`src/rtl/zube_fifo.sv`:
```
// Buffered Z80 I/O-port to Wishbone mailbox: one byte FIFO per direction,
// a status port on each side and a maskable level interrupt to the SoC.
module zube_fifo #(
  parameter logic [31:0] BASE_ADDRESS   = 32'h3000_0000,
  parameter int          DEPTH_LOG2     = 3,
  parameter logic [7:0]  Z80_BASE_RESET = 8'h80
) (
  input  logic        clk,
  input  logic        reset_b,
  input  logic        z80_write_strobe_b,
  input  logic        z80_read_strobe_b,
  input  logic        z80_ioreq_b,
  input  logic        z80_m1,
  input  logic [7:0]  z80_address_bus,
  input  logic [7:0]  z80_data_bus_in,
  output logic [7:0]  z80_data_bus_out,
  output logic        z80_bus_dir,
  input  logic        wb_cyc_in,
  input  logic        wb_stb_in,
  input  logic        wb_we_in,
  input  logic [31:0] wb_addr_in,
  input  logic [31:0] wb_data_in,
  output logic        wb_ack_out,
  output logic [31:0] wb_data_out,
  output logic        irq_out
);
  localparam int DEPTH = 1 << DEPTH_LOG2;
  localparam int LW    = DEPTH_LOG2 + 1;
  typedef logic [DEPTH_LOG2-1:0] ptr_t;
  typedef logic [LW-1:0]         lvl_t;
  localparam lvl_t FULL_LVL = lvl_t'(DEPTH);

  logic       rd_s1, rd_s2, rd_s3, wr_s1, wr_s2, wr_s3;
  logic [7:0] addr_s1, addr_s2, din_s1, din_s2;
  logic       rd_raw, wr_raw, rd_ev, wr_ev;

  logic [7:0] z80_base;
  logic       driven, ovf, unf;
  logic [3:0] irqen;
  logic [3:0] src;

  logic [7:0] rxf_mem [DEPTH];
  logic [7:0] txf_mem [DEPTH];
  ptr_t       rxf_wp, rxf_rp, txf_wp, txf_rp;
  lvl_t       rxf_lvl, txf_lvl;
  logic       rxf_empty, rxf_full, txf_empty, txf_full;
  logic       rxf_push, rxf_pop, txf_push, txf_pop;
  logic       ovf_set, ovf_clr, unf_set, unf_clr;

  logic        port_data, port_stat;
  logic        z80_rd_data, z80_rd_stat, z80_wr_data, z80_wr_stat;
  logic [31:0] off;
  logic        sel_base, sel_data, sel_stat, sel_irqen, sel_irqstat;
  logic        hit, wb_wr, wb_rd;
  logic [31:0] status_word, rdata;
  logic        unused;

  assign rd_raw = z80_m1 & ~z80_ioreq_b & ~z80_read_strobe_b;
  assign wr_raw = z80_m1 & ~z80_ioreq_b & ~z80_write_strobe_b;
  // One event per strobe assertion: rising edge of the synchronised request.
  assign rd_ev  = rd_s2 & ~rd_s3;
  assign wr_ev  = wr_s2 & ~wr_s3;

  assign port_data   = (addr_s2 == z80_base);
  assign port_stat   = (addr_s2 == (z80_base + 8'd1));
  assign z80_rd_data = rd_ev & port_data;
  assign z80_rd_stat = rd_ev & port_stat;
  assign z80_wr_data = wr_ev & port_data;
  assign z80_wr_stat = wr_ev & port_stat;

  // Wishbone classic: the master holds cyc/stb/addr/data until it sees ack;
  // ack is a single-cycle pulse and masks hit so each transfer acts once.
  assign off         = wb_addr_in - BASE_ADDRESS;
  assign sel_base    = (off == 32'd0);
  assign sel_data    = (off == 32'd4);
  assign sel_stat    = (off == 32'd8);
  assign sel_irqen   = (off == 32'd12);
  assign sel_irqstat = (off == 32'd16);
  assign hit = wb_cyc_in & wb_stb_in & ~wb_ack_out &
               (sel_base | sel_data | sel_stat | sel_irqen | sel_irqstat);
  assign wb_wr = hit & wb_we_in;
  assign wb_rd = hit & ~wb_we_in;

  assign rxf_empty = (rxf_lvl == '0);
  assign rxf_full  = (rxf_lvl == FULL_LVL);
  assign txf_empty = (txf_lvl == '0);
  assign txf_full  = (txf_lvl == FULL_LVL);

  // A simultaneous pop frees the slot, so a push at full still lands.
  assign rxf_pop  = wb_rd & sel_data & ~rxf_empty;
  assign rxf_push = z80_wr_data & (~rxf_full | rxf_pop);
  assign txf_pop  = z80_rd_data & ~txf_empty;
  assign txf_push = wb_wr & sel_data & (~txf_full | txf_pop);

  assign ovf_set = z80_wr_data & rxf_full & ~rxf_pop;
  assign unf_set = z80_rd_data & txf_empty;
  assign ovf_clr = (z80_wr_stat & din_s2[2]) | (wb_wr & sel_irqstat & wb_data_in[2]);
  assign unf_clr = (z80_wr_stat & din_s2[3]) | (wb_wr & sel_irqstat & wb_data_in[3]);

  assign src         = {unf, ovf, txf_empty, ~rxf_empty};
  assign status_word = {12'b0, unf, ovf, txf_full, rxf_full, 8'(txf_lvl), 8'(rxf_lvl)};
  assign z80_bus_dir = driven & ~z80_read_strobe_b;
  assign unused      = ^wb_data_in[31:8];

  always_comb begin
    rdata = 32'b0;
    if (sel_base)         rdata = {24'b0, z80_base};
    else if (sel_data)    rdata = rxf_empty ? 32'b0 : {23'b0, 1'b1, rxf_mem[rxf_rp]};
    else if (sel_stat)    rdata = status_word;
    else if (sel_irqen)   rdata = {28'b0, irqen};
    else if (sel_irqstat) rdata = {28'b0, src};
  end

  always_ff @(posedge clk) begin
    if (rxf_push) rxf_mem[rxf_wp] <= din_s2;
    if (txf_push) txf_mem[txf_wp] <= wb_data_in[7:0];
  end

  always_ff @(posedge clk) begin
    if (!reset_b) begin
      rd_s1 <= 1'b0; rd_s2 <= 1'b0; rd_s3 <= 1'b0;
      wr_s1 <= 1'b0; wr_s2 <= 1'b0; wr_s3 <= 1'b0;
      addr_s1 <= 8'h00; addr_s2 <= 8'h00; din_s1 <= 8'h00; din_s2 <= 8'h00;
      z80_base <= Z80_BASE_RESET;
      driven <= 1'b0;
      ovf <= 1'b0;
      unf <= 1'b0;
      irqen <= 4'h0;
      rxf_wp <= '0; rxf_rp <= '0; rxf_lvl <= '0;
      txf_wp <= '0; txf_rp <= '0; txf_lvl <= '0;
      z80_data_bus_out <= 8'h00;
      wb_ack_out <= 1'b0;
      wb_data_out <= 32'h0;
      irq_out <= 1'b0;
    end else begin
      rd_s1 <= rd_raw; rd_s2 <= rd_s1; rd_s3 <= rd_s2;
      wr_s1 <= wr_raw; wr_s2 <= wr_s1; wr_s3 <= wr_s2;
      addr_s1 <= z80_address_bus; addr_s2 <= addr_s1;
      din_s1  <= z80_data_bus_in; din_s2  <= din_s1;

      // Data is held for the whole strobe; release once the request has gone.
      if (rd_ev & (port_data | port_stat)) driven <= 1'b1;
      else if (!rd_s2)                     driven <= 1'b0;

      if (z80_rd_data)      z80_data_bus_out <= txf_empty ? 8'hFF : txf_mem[txf_rp];
      else if (z80_rd_stat) z80_data_bus_out <= {4'h0, unf, ovf, ~rxf_full, ~txf_empty};

      if (wb_wr & sel_base)  z80_base <= wb_data_in[7:0];
      if (wb_wr & sel_irqen) irqen    <= wb_data_in[3:0];

      ovf <= ovf_set | (ovf & ~ovf_clr);
      unf <= unf_set | (unf & ~unf_clr);

      if (rxf_push) rxf_wp <= rxf_wp + ptr_t'(1);
      if (rxf_pop)  rxf_rp <= rxf_rp + ptr_t'(1);
      if (rxf_push & ~rxf_pop)      rxf_lvl <= rxf_lvl + lvl_t'(1);
      else if (rxf_pop & ~rxf_push) rxf_lvl <= rxf_lvl - lvl_t'(1);

      if (txf_push) txf_wp <= txf_wp + ptr_t'(1);
      if (txf_pop)  txf_rp <= txf_rp + ptr_t'(1);
      if (txf_push & ~txf_pop)      txf_lvl <= txf_lvl + lvl_t'(1);
      else if (txf_pop & ~txf_push) txf_lvl <= txf_lvl - lvl_t'(1);

      wb_ack_out <= hit;
      if (hit) wb_data_out <= rdata;
      irq_out <= |(irqen & src);
    end
  end
endmodule

```
`config.mk`:
```
export PLATFORM = sky130hd
export DESIGN_NAME = zube_fifo
export DESIGN_NICKNAME = d
export VERILOG_FILES = /design/src/rtl/zube_fifo.sv
export SDC_FILE = /design/constraint.sdc
export NUM_CORES = 1
export LEC_CHECK = 0
export CELL_PAD_IN_SITES_DETAIL_PLACEMENT = 0
export CELL_PAD_IN_SITES_GLOBAL_PLACEMENT = 1
export CORE_ASPECT_RATIO = 0.6
export CORE_MARGIN = 2
export CORE_UTILIZATION = 45
export DETAILED_ROUTE_END_ITERATION = 8
export GPL_TIMING_DRIVEN = 0
export HOLD_SLACK_MARGIN = 0.03
export PLACE_DENSITY = 0.77
export SYNTH_ARGS = -nofsm -noshare
export SYNTH_HDL_FRONTEND = slang
export SYNTH_SLANG_ARGS = --single-unit
```
`constraint.sdc`:
```
create_clock -name clk -period 4.7 [get_ports clk]
set_clock_uncertainty 0.15 [all_clocks]
set_input_delay 0.47 -clock clk [delete_from_list [all_inputs] [get_ports clk]]
set_output_delay 0.47 -clock clk [all_outputs]
set_load 0.03 [all_outputs]
```
==> results.md <==
- Result of the run: completed
- Netlist area before placement: 9600 um2
- Top cells by area, synth: sky130_fd_sc_hd__edfxtp_1 (40%), sky130_fd_sc_hd__dfxtp_1 (22%), sky130_fd_sc_hd__mux4_2 (7.5%), sky130_fd_sc_hd__and2_1 (3.4%), sky130_fd_sc_hd__mux2i_1 (2.5%)
- Post-route cell area: 11700 um2
- Static leakage power: 4.11 nW
- Worst vdd rail ir drop: 0.256 mV
- CTS tree: done
- Number of antenna violations at the first check in global routing: 0
- Hold violation total from the final report: 0
- Most instantiated library cell after synthesis: sky130_fd_sc_hd__edfxtp_1
- Fin nets: 923
- Share of layout cells above drive strength 1: 14.3%
- Yosys warns: 0
- Final period util: 90.1%
- Power Density: 353 nW/um2
- Total via count in the routed design: 6094
- Number of clock buffers inserted by TritonCTS: 23
- Worst min path class: input port to flip-flop
- Initial core utilization: 45.8%
- Max FO, Critical Path: 9
- Residual overflow from global routing: 0
- Clock-pin transition on the worst setup and hold timing paths: 70 ps
- Minimum hold slack: 254 ps
- Resized cells post-CTS: 0
- Count of hold buffers inserted by post-cts repair: 0
- Yosys top cell area share: 40.0%
- Final antenna-violating net count: 0
- CP required: 4970 ps
- Std-Cell Rows: 41
- Number of enable-type register cells in the synthesized netlist: 128
- Unrepaired setup endpoints after global routing: no
- Top_reg_cell synth: sky130_fd_sc_hd__edfxtp_1
- Share of synthesized flip-flops with an asynchronous set or reset: 0%
- Remaining max-slew budget at the tightest pin: 22.7%
- Average vias per placed instance: 5.46
- Cell variety after synth: 62
- Transition time at the pin with the least slew margin: 1150 ps
- # Post-CTS Setup Buffers: 0
- Max H-tree Level: 1
- Total count of max-transition violations in the final report: 0
- DPL Wire Length: 16.5 mm
- Number of sinks on the clock net: 233
- GPL Wtd Cong: 0.803
- F_max: 236 MHz
- Port buffer count: 90
- Global-route wire length before repair: 34.5 mm
- Final setup violating endpoints: 0
- DRC violations left: 0
- Number of stages on the worst hold path: 2
- DRT Wirelength: 22.7 mm
- IO Pins: 132
- Average instance area after synthesis: 14.0 um2
- Synth Instances: 688
- Worst-Skew Late Latency: 520 ps
- Placeable core region: 21000 um2
- Height of the die: 117 um
- Register area share after synthesis: 61.9%
- Full die area: 22600 um2
- Dominant cell type by area after synthesis: sky130_fd_sc_hd__edfxtp_1
- Shortest clock period the worst path allows after layout: 4240 ps
- Register bit count reported by yosys: 233
- Placed standard-cell area: 11000 um2
- Detailed router's first-iteration violation count: 477
- Cell depth of the worst flop-to-flop path: 13
- Routed len/inst: 20.3 um
- Leading post-synthesis cells by instance count: sky130_fd_sc_hd__edfxtp_1 (128), sky130_fd_sc_hd__dfxtp_1 (105), sky130_fd_sc_hd__and2_1 (52), sky130_fd_sc_hd__nand2_1 (33), sky130_fd_sc_hd__mux4_2 (32)
- Number of buffers on the longest clock path: 3
- All-Layer GR Usage: 20.6%
- Worst EP arrival: 4510 ps
- Maximum number of pins on one net before global-route repair: 16
- Inserted Diodes: 0
- Synthesis-to-finish area growth: 22.3%
- Crit start category: flip-flop
- Category of the worst setup path capture point: flip-flop
- Cell at the root of the clock tree: sky130_fd_sc_hd__clkbuf_16
- Die outline width: 193 um
- First-pass iteration count of the detailed router: 5
- Reported max-cap violation count: 0
- Vias in the first global route: 6017
- Setup Crit Path Kind: flip-flop to flip-flop
==> placed cells by master, fill, tap and decap left out, types with 11 or more instances in the layout <==
cell type / count
sky130_fd_sc_hd__buf_4: 19
sky130_fd_sc_hd__mux4_2: 32
sky130_fd_sc_hd__nor2b_1: 25
sky130_fd_sc_hd__clkdlybuf4s50_1: 90
sky130_fd_sc_hd__ha_1: 11
sky130_fd_sc_hd__nor2_1: 20
sky130_fd_sc_hd__nand2_1: 33
sky130_fd_sc_hd__mux2i_1: 24
sky130_fd_sc_hd__clkbuf_1: 27
sky130_fd_sc_hd__o21ai_0: 19
sky130_fd_sc_hd__xnor2_1: 18
sky130_fd_sc_hd__inv_1: 13
sky130_fd_sc_hd__clkbuf_16: 27
sky130_fd_sc_hd__edfxtp_1: 128
sky130_fd_sc_hd__and2_1: 52
sky130_fd_sc_hd__conb_1: 16
sky130_fd_sc_hd__dfxtp_1: 105
==> sequential cells by signal, indices dropped and copies added (netlist names), 8 cells and up, named ones only <==
register and count:
addr_s1 8, z80_data_bus_out 8, txf_mem 64, addr_s2 8, din_s1 8, din_s2 8, z80_base 8, wb_data_out 16
rxf_mem 64
==> area by class of cell <==
type | count | area, um2
inverters | 13 | 48.8
repair buffers | 93 | 923
flip-flops and latches | 233 | 5950
multi-input cells | 410 | 3460
clock buffers | 33 | 718
well taps | 279 | 349
fillers | 1696 | 9240
clock inverters | 8 | 48.8
plain buffers | 47 | 245
==> path summary, 6_finish.rpt <==
kind                    start           to  slack, ps
setup / recovery  z80_base[4]   txf_lvl[3]        460
hold / removal        reset_b  z80_base[0]        250
setup reg to reg  z80_base[4]   txf_lvl[3]        460
hold reg to reg     din_s1[7]    din_s2[7]        270
==> per-layer routing <==
metal	GRT usage [%]	share of wire, %
met1	31.5	49
met2	30.9	43
met3	3.91	7.3
met4	3.61	1.4
met5	0	0
==> critical path: stages (launching register included) <==
cell and delay, ps:
sky130_fd_sc_hd__dfxtp_1 300, sky130_fd_sc_hd__clkbuf_1 320, sky130_fd_sc_hd__xnor2_1 220, sky130_fd_sc_hd__nand4_1 270
sky130_fd_sc_hd__nor4_1 870, sky130_fd_sc_hd__inv_1 410, sky130_fd_sc_hd__ha_1 330, sky130_fd_sc_hd__inv_1 120
sky130_fd_sc_hd__ha_1 250, sky130_fd_sc_hd__a21o_1 180, sky130_fd_sc_hd__a21oi_1 160, sky130_fd_sc_hd__xnor2_1 90
sky130_fd_sc_hd__or3_1 300, sky130_fd_sc_hd__a21boi_0 170
==> power by group <==
part	switching (W)	internal [W]
registers	0.0000101	0.00216
clock network	0.000751	0.00107
logic	0.0000770	0.0000776
total	0.000838	0.00330
==> cell families (layout without fill, tap and decap cells) <==
logic type               count (synthesis)  in the layout  synth area share [%]
adder cells (fa/ha/maj)                 13             13                  1.85
other                                    1             16                0.0391
flip-flops                             233            233                  61.9
buffers and inverters                   60            194                  3.06
XOR/XNOR                                22             22                  2.15
multiplexers                            64             64                  10.9
AND/OR/NAND/NOR                        203            203                  13.0
AO/OA/AOI/OAI                           92             92                  6.96
==> per-stage QoR <==
step                      TNS [ps]  std cells  worst slack, ps  total power, W  utilization (%)
after floorplan                  0        703             1380         0.00227                -
after global placement       -1150       1072            -86.9         0.00236             52.0
after detailed placement         0       1075              126         0.00237             52.2
after CTS                        0       1116              451         0.00417             55.9
after global routing             0       1116             77.3         0.00426             56.0
final                            0       1116              464         0.00414             56.0
Power figures use the tool's default switching activity.
